--- config.mk ---
export PLATFORM = sky130hd
export DESIGN_NAME = microwave_countdown_timer
export DESIGN_NICKNAME = d
export VERILOG_FILES = /design/src/rtl/microwave_countdown_timer.sv
export SDC_FILE = /design/constraint.sdc
export NUM_CORES = 1
export LEC_CHECK = 0
export CORE_MARGIN = 1.5
export CORE_UTILIZATION = 33
export DETAILED_ROUTE_END_ITERATION = 8
export MAX_ROUTING_LAYER = met4
export PLACE_DENSITY_LB_ADDON = 0.05
export SYNTH_ARGS = -nofsm -noshare
export SYNTH_HDL_FRONTEND = slang
export SYNTH_SLANG_ARGS = --single-unit
export TNS_END_PERCENT = 30
--- constraint.sdc ---
create_clock -name clk -period 5.9 [get_ports clk]
set_input_delay 1.18 -clock clk [delete_from_list [all_inputs] [get_ports clk]]
set_output_delay 1.18 -clock clk [all_outputs]
set_load 0.02 [all_outputs]
--- src/rtl/microwave_countdown_timer.sv ---
// ---------------------------------------------------------------------------
// microwave_countdown_timer
//
// Four-digit BCD MM:SS countdown register for the microwave controller.
// Digits from the keypad encoder are shifted in from the right, one per key
// press, in the usual microwave style. While the countdown is enabled, the
// time counts down once per rising edge of the encoder's 1 Hz pulse train.
//
// Optional feature macro: MICROWAVE_DONE_PULSE_EN
//   When defined, the block gains a 'done' output. It pulses high for one
//   clk cycle after a running countdown expires.
//
// Parameters:
//   SYNC_STAGES    flops synchronising pgt_1Hz into clk domain (2..3)
//   SEC_TENS_WRAP  value loaded into sec_tens on a borrow from minutes
//
// Ports:
//   clk       in   system clock
//   clearn    in   asynchronous active-low reset
//   D         in   BCD digit from encoder (values above 9 are ignored)
//   loadn     in   active-low digit strobe, held low while a key is held
//   pgt_1Hz   in   1 Hz pulse train, asynchronous to clk
//   enablen   in   0 = run countdown, 1 = entry / pause
//   sec_ones  out  BCD seconds units
//   sec_tens  out  BCD seconds tens
//   min_ones  out  BCD minutes units
//   min_tens  out  BCD minutes tens
//   zero      out  all four digits are 0
//   counting  out  FSM is in RUN
//   done      out  (MICROWAVE_DONE_PULSE_EN only) expiry pulse
// ---------------------------------------------------------------------------
module microwave_countdown_timer #(
    parameter int         SYNC_STAGES   = 2,
    parameter logic [3:0] SEC_TENS_WRAP = 4'd5
) (
    input  logic       clk,
    input  logic       clearn,
    input  logic [3:0] D,
    input  logic       loadn,
    input  logic       pgt_1Hz,
    input  logic       enablen,
    output logic [3:0] sec_ones,
    output logic [3:0] sec_tens,
    output logic [3:0] min_ones,
    output logic [3:0] min_tens,
    output logic       zero,
    output logic       counting
`ifdef MICROWAVE_DONE_PULSE_EN
    ,
    output logic       done
`endif
);

    typedef enum logic [1:0] {
        ENTRY = 2'd0,
        RUN   = 2'd1,
        DONE  = 2'd2
    } state_t;

    state_t                 state;
    logic                   loadn_q;
    logic [SYNC_STAGES-1:0] sync_q;
    logic                   tick_prev;
    logic                   load_event;
    logic                   load_ok;
    logic                   tick;

    // Digit values after a (possible) shift-in, and after one decrement
    logic [3:0] ld_sec_ones, ld_sec_tens, ld_min_ones, ld_min_tens;
    logic [3:0] dec_sec_ones, dec_sec_tens, dec_min_ones, dec_min_tens;
    logic       ld_zero;
    logic       dec_zero;

`ifdef MICROWAVE_DONE_PULSE_EN
    logic done_arm;
`endif

    // One load event per key press: the strobe's falling edge only
    assign load_event = ~loadn & loadn_q;
    assign load_ok    = load_event && (D <= 4'd9);

    // Rising edge of the synchronised 1 Hz train
    assign tick = sync_q[SYNC_STAGES-1] & ~tick_prev;

    assign zero = (sec_ones == 4'd0) && (sec_tens == 4'd0) &&
                  (min_ones == 4'd0) && (min_tens == 4'd0);

    // Candidate values for a digit shift-in. The ENTRY->RUN decision looks
    // at the post-load value, so a key press landing in the same cycle as
    // enablen falling still starts the run with the new time.
    always_comb begin
        ld_sec_ones = sec_ones;
        ld_sec_tens = sec_tens;
        ld_min_ones = min_ones;
        ld_min_tens = min_tens;
        if (load_ok) begin
            ld_min_tens = min_ones;
            ld_min_ones = sec_tens;
            ld_sec_tens = sec_ones;
            ld_sec_ones = D;
        end
        ld_zero = (ld_sec_ones == 4'd0) && (ld_sec_tens == 4'd0) &&
                  (ld_min_ones == 4'd0) && (ld_min_tens == 4'd0);
    end

    // BCD borrow chain for a one-second decrement. Seconds tens wrap to
    // SEC_TENS_WRAP rather than 9, but entered values above 59 still count
    // straight down since the borrow only happens at a tens digit of 0.
    always_comb begin
        dec_sec_ones = sec_ones;
        dec_sec_tens = sec_tens;
        dec_min_ones = min_ones;
        dec_min_tens = min_tens;
        if (sec_ones != 4'd0) begin
            dec_sec_ones = sec_ones - 4'd1;
        end else begin
            dec_sec_ones = 4'd9;
            if (sec_tens != 4'd0) begin
                dec_sec_tens = sec_tens - 4'd1;
            end else begin
                dec_sec_tens = SEC_TENS_WRAP;
                if (min_ones != 4'd0) begin
                    dec_min_ones = min_ones - 4'd1;
                end else begin
                    dec_min_ones = 4'd9;
                    dec_min_tens = min_tens - 4'd1;
                end
            end
        end
        dec_zero = (dec_sec_ones == 4'd0) && (dec_sec_tens == 4'd0) &&
                   (dec_min_ones == 4'd0) && (dec_min_tens == 4'd0);
    end

    // Input conditioning, FSM, digit registers and registered status
    // outputs. A tick that coincides with enablen rising is dropped in
    // favour of the pause; RUN is never entered at 00:00, so the decrement
    // can never underflow.
    always_ff @(posedge clk or negedge clearn) begin
        if (!clearn) begin
            state     <= ENTRY;
            loadn_q   <= 1'b1;
            sync_q    <= '0;
            tick_prev <= 1'b0;
            sec_ones  <= 4'd0;
            sec_tens  <= 4'd0;
            min_ones  <= 4'd0;
            min_tens  <= 4'd0;
            counting  <= 1'b0;
`ifdef MICROWAVE_DONE_PULSE_EN
            done_arm  <= 1'b0;
            done      <= 1'b0;
`endif
        end else begin
            loadn_q   <= loadn;
            sync_q    <= {sync_q[SYNC_STAGES-2:0], pgt_1Hz};
            tick_prev <= sync_q[SYNC_STAGES-1];
`ifdef MICROWAVE_DONE_PULSE_EN
            done_arm  <= 1'b0;
            done      <= done_arm;
`endif
            case (state)
                ENTRY: begin
                    sec_ones <= ld_sec_ones;
                    sec_tens <= ld_sec_tens;
                    min_ones <= ld_min_ones;
                    min_tens <= ld_min_tens;
                    if (!enablen && !ld_zero) begin
                        state    <= RUN;
                        counting <= 1'b1;
                    end
                end
                RUN: begin
                    if (enablen) begin
                        state    <= ENTRY;
                        counting <= 1'b0;
                    end else if (tick) begin
                        sec_ones <= dec_sec_ones;
                        sec_tens <= dec_sec_tens;
                        min_ones <= dec_min_ones;
                        min_tens <= dec_min_tens;
                        if (dec_zero) begin
                            state    <= DONE;
                            counting <= 1'b0;
`ifdef MICROWAVE_DONE_PULSE_EN
                            done_arm <= 1'b1;
`endif
                        end
                    end
                end
                DONE: begin
                    if (enablen) begin
                        state <= ENTRY;
                    end
                end
                default: begin
                    state    <= ENTRY;
                    counting <= 1'b0;
                end
            endcase
        end
    end

endmodule

Yosys cells after proc, flatten, opt, wreduce, memory -nomap -nowiden
Cells that the tools add are included.
{ "op_classes": {"addsub": 4, "mul": 0, "n_div": 0, "magnitude_cmp": 1, "eq_ne": 8, "shift": 0, "muxes": 36, "bitwise_logic": 5, "reduce_logical": 33} }
{ "ops": {"columns": ["op", "count"], "rows": [
  ["4-bit 2-to-1 mux", 21],
  ["4-bit zero test", 12],
  ["4-bit one-hot mux with 2 select lines", 4],
  ["4-bit by 1-bit subtractor with 4-bit output (second input constant)", 4],
  ["4-bit nonzero test", 3],
  ["1-bit logical AND", 11],
  ["2-bit 2-to-1 mux", 5],
  ["2-bit inequality test (second input constant)", 4],
  ["4-bit AND reduction", 2],
  ["3-bit inequality test (second input constant)", 2],
  ["2-bit one-hot mux with 3 select lines", 1],
  ["4-bit <= comparator (second input constant)", 1],
  ["1-bit 2-to-1 mux", 4],
  ["1-bit NOT", 3],
  ["1-bit one-hot mux with 3 select lines", 1],
  ["3-bit AND reduction", 1],
  ["1-bit bitwise AND", 2],
  ["2-bit by 1-bit == test with 1-bit output (second input constant)", 1],
  ["2-bit == test (second input constant)", 1],
  ["1-bit zero test", 2],
  ["2-bit zero test", 1],
  ["2-bit nonzero test", 1]
]} }
{ "totals": {"reg_bits": 23, "latch_bits": 0, "ramBits": 0, "rom_bits": 0, "in_bits": 9, "out_inout_bits": 18, "wordCells": 96, "memories": 0} }

Logic depth before layout (Yosys ltp)
{ "logic_depth": {"depth_word": 12, "mapped_depth": 7, "ltp_nobuf": 7} }

Worst setup path before layout
Ideal clock, no wire load.
{ "synth_timing": {"kind": "reg-to-output", "start": "reg sec_ones[2]", "end": "out zero", "arrival_ns": 1.912, "t_required_ns": 4.720, "setup_slack_ns": 2.808, "stages_incl_launch_ff": 6, "path_buffers": 2, "path_cell_list": "dfrtp_1 > buf_6 > or4_1 > buf_2 > nor3_2 > and3_1"} }
{ "synth_between": {"elab_chain_len": 4} }
{ "synth_rtl": {"columns": ["item", "line_no", "text"], "rows": [
  ["start, declared", "42", "output logic [3:0] sec_ones,"],
  ["start signal, assigned", "163", "sec_ones <= ld_sec_ones;"],
  ["start signal, assigned", "177", "sec_ones <= dec_sec_ones;"],
  ["4-bit zero test", "85", "assign zero = (sec_ones == 4'd0) && (sec_tens == 4'd0) &&"],
  ["1-bit logical AND (2 in a row)", "85", null],
  ["1-bit logical AND", "86", "(min_ones == 4'd0) && (min_tens == 4'd0);"],
  ["end, declared", "46", "output logic zero,"]
]} }
No other way between the ends.

Final worst setup path
{ "layout_timing": {"start": "reg sec_ones[0]", "end": "out zero"} }
Same word-level chain as after synthesis.

==> flow_metrics.tcl <==
set metrics [dict create \
    status "finished, final reports clean" \
    min_period_ns 3.96 \
    cp-start-kind "register" \
    via_per_inst 5.94 \
    nets 209 \
    drv_slew 0 \
    final_common_cell "clkdlybuf4s50_1" \
    timing.final.crit_share 0.671 \
    crit_path_end_kind "primary output" \
    r2r_start "sec_ones[0]" \
    worst_path_max_delay_cell "or4_1" \
    drive_above_1_share 0.0508 \
    final_cell_area_mm2 0.00181 \
    antenna_found_initial 0 \
    setup-tns-final_ns 0 \
    utilization 0.416 \
    netlist_area_mm2 0.00149 \
    synthDistinctLibCells 51 \
    path_cells "or4_1, nor3_2, and3_1, clkdlybuf4s50_1" \
    route.vias.total 1479 \
    diodes 0 \
    die_w_um 70.3 \
    wl_mm 4.08 \
    cts_made_buffers 3 \
    fmax_mhz 252 \
    gp_congestion 0.806 \
    firstDrtPassIters 4 \
    detail-route-antenna-nets 0 \
    grt_pass1_vias 1395 \
    syn_inst 179 \
    criticalPathCategory "register to primary output" \
    rrSetupSlack_ns 3.30 \
    ys_seq_elements 23 \
    crit_start "sec_ones[0]" \
    clkSinkCount 23 \
    grt_pass1_wl_mm 7.01 \
    crit_required_ns 4.72 \
    max_stage_delay_ns 0.70 \
    drtIter0Drc 85 \
    grt_usage 0.179 \
    r2r_end "min_ones[3]" \
    path_buf_inv 1 \
    hpwl_mm 2.92 \
    overflow 0 \
    synth-edff-count 0 \
    crit_arrival_ns 2.78 \
    placed_area_mm2 0.00176 \
    setup_ws_ns 1.94 \
    area_growth_pct 21.1 \
    initial_core_util 0.343 \
    cts_setup_buffers 0 \
    cts_root_buffer "clkbuf_8" \
    die_area_mm2 0.00494 \
    die_h_um 70.3 \
    clkLatencyLatePin_ns 0.27 \
    cpLargestDelayFamily "simple AND/OR/NAND/NOR gates" \
    cts_tree "done" \
    seq_area_um2 577 \
    p_leak_nw 0.636 \
    grt_max_degree 24 \
    dp_worst_setup_slack_ns 2.17 \
    postCtsHoldBufs 0 \
    io_buffers 26 \
    cp_num_cells 4 \
    fp-row-count 24 \
    skew_ns 0.00740 \
    setup_viol 0 \
    ys_seq_area_frac 0.386 \
    syn-num-nets 190 \
    hp-class "register to register" \
    cts_max_path_buffers 2 \
    tightest_slew_ns 1.19 \
    cap_viol_max_count 0 \
    multi_input_area_um2 851 \
    syn_avg_cell_area_um2 8.35 \
    synthFlopType "dfrtp_1" \
    async_reset_ff_frac 1.00 \
    p_per_area_mw_per_mm2 333 \
    endpoint "zero" \
    final_cell_mix "26 x clkdlybuf4s50_1, 22 x dfrtp_1, 20 x a21oi_1" \
    max-slew-margin-rel 0.206 \
    critPathMaxFanout 14 \
    ctsResizeCount 0 \
    ir_worst_vdd_mv 0.116 \
    fillers 432 \
    pin_count 27 \
    grt_setup_unrepaired "no" \
    synth_warnings 0 \
    coreArea_mm2 0.00435 \
    reg2reg_depth 5 \
    hold_viol_final 0 \
    drc 0 \
    clk_pin_slew_worst_paths_ns 0.09 \
    h-tree-depth 1 \
    wl_per_cell_um 16.4 \
]
## cell usage after synthesis (all sizes together), types with 3 or more instances
library cell	instances	share of area
dfrtp	22	0.37
clkbuf	8	0.020
nand2	16	0.040
inv	3	0.0075
nor4	8	0.034
nand3	5	0.017
buf	4	0.017
o32ai	4	0.023
nor3	4	0.017
o21ai	16	0.054
or4	6	0.033
o22ai	6	0.025
nor2b	3	0.013
a21oi	20	0.067
nor2	14	0.035
## cell families after synthesis
group	share of synthesized area
AO/OA/AOI/OAI	0.280
adder cells (fa/ha/maj)	0.0167
multiplexers	0.00670
flip-flops	0.386
buffers and inverters	0.0444
AND/OR/NAND/NOR	0.266
## how the worst min path moves through the flow
stage | start | end | cells after the start | slack (ns)
2_1_floorplan | sync_q[0] | sync_q[1] | 0 | 0.33
3_3_place_gp | sync_q[0] | sync_q[1] | 0 | 0.33
3_5_place_dp | sync_q[0] | sync_q[1] | 0 | 0.34
4_1_cts | sync_q[0] | sync_q[1] | 0 | 0.36
5_1_grt | sync_q[0] | sync_q[1] | 0 | 0.37
6_report | sync_q[0] | sync_q[1] | 0 | 0.35
## layout make-up
type | count | area share
clock buffers | 4 | 0.0249
flip-flops and latches | 23 | 0.319
well taps | 52 | 0.0360
repair buffers | 26 | 0.144
multi-input cells | 141 | 0.470
inverters | 3 | 0.00622
## sequential cells by signal (all words and copies together) (netlist names)
name,cells
sec_tens,4
loadn_q,1
min_tens,4
state,2
tick_prev,1
sync_q,2
sec_ones,4
min_ones,4
counting,1
## stage by stage
| stage | hold slack (ns) | power [mW] | cells |
|---|---|---|---|
| detailed placement | 0.336 | 0.506 | 245 |
| global placement | 0.333 | 0.504 | 245 |
| global route | 0.374 | 0.649 | 249 |
| floorplan | 0.331 | 0.402 | 179 |
| finish | 0.354 | 0.603 | 249 |
| CTS | 0.357 | 0.607 | 249 |
## report_power, final
group          switching [mW]  internal, mW  leakage [nW]  total [mW]
Sequential             0.0815         0.192         0.250       0.274
Clock                  0.0512        0.0482        0.0228      0.0994
Combinational           0.120         0.110         0.363       0.229
Total                   0.252         0.350         0.636       0.603
## layer usage
layer	track usage	part of all wire	vias to the layer above
met2	0.281	0.46	41
li1	-	-	721
met5	-	0	-
met4	0.0406	0.0056	0
met3	0.0303	0.057	2
met1	0.243	0.48	715
No activity file was read; power rests on OpenSTA's default activity.
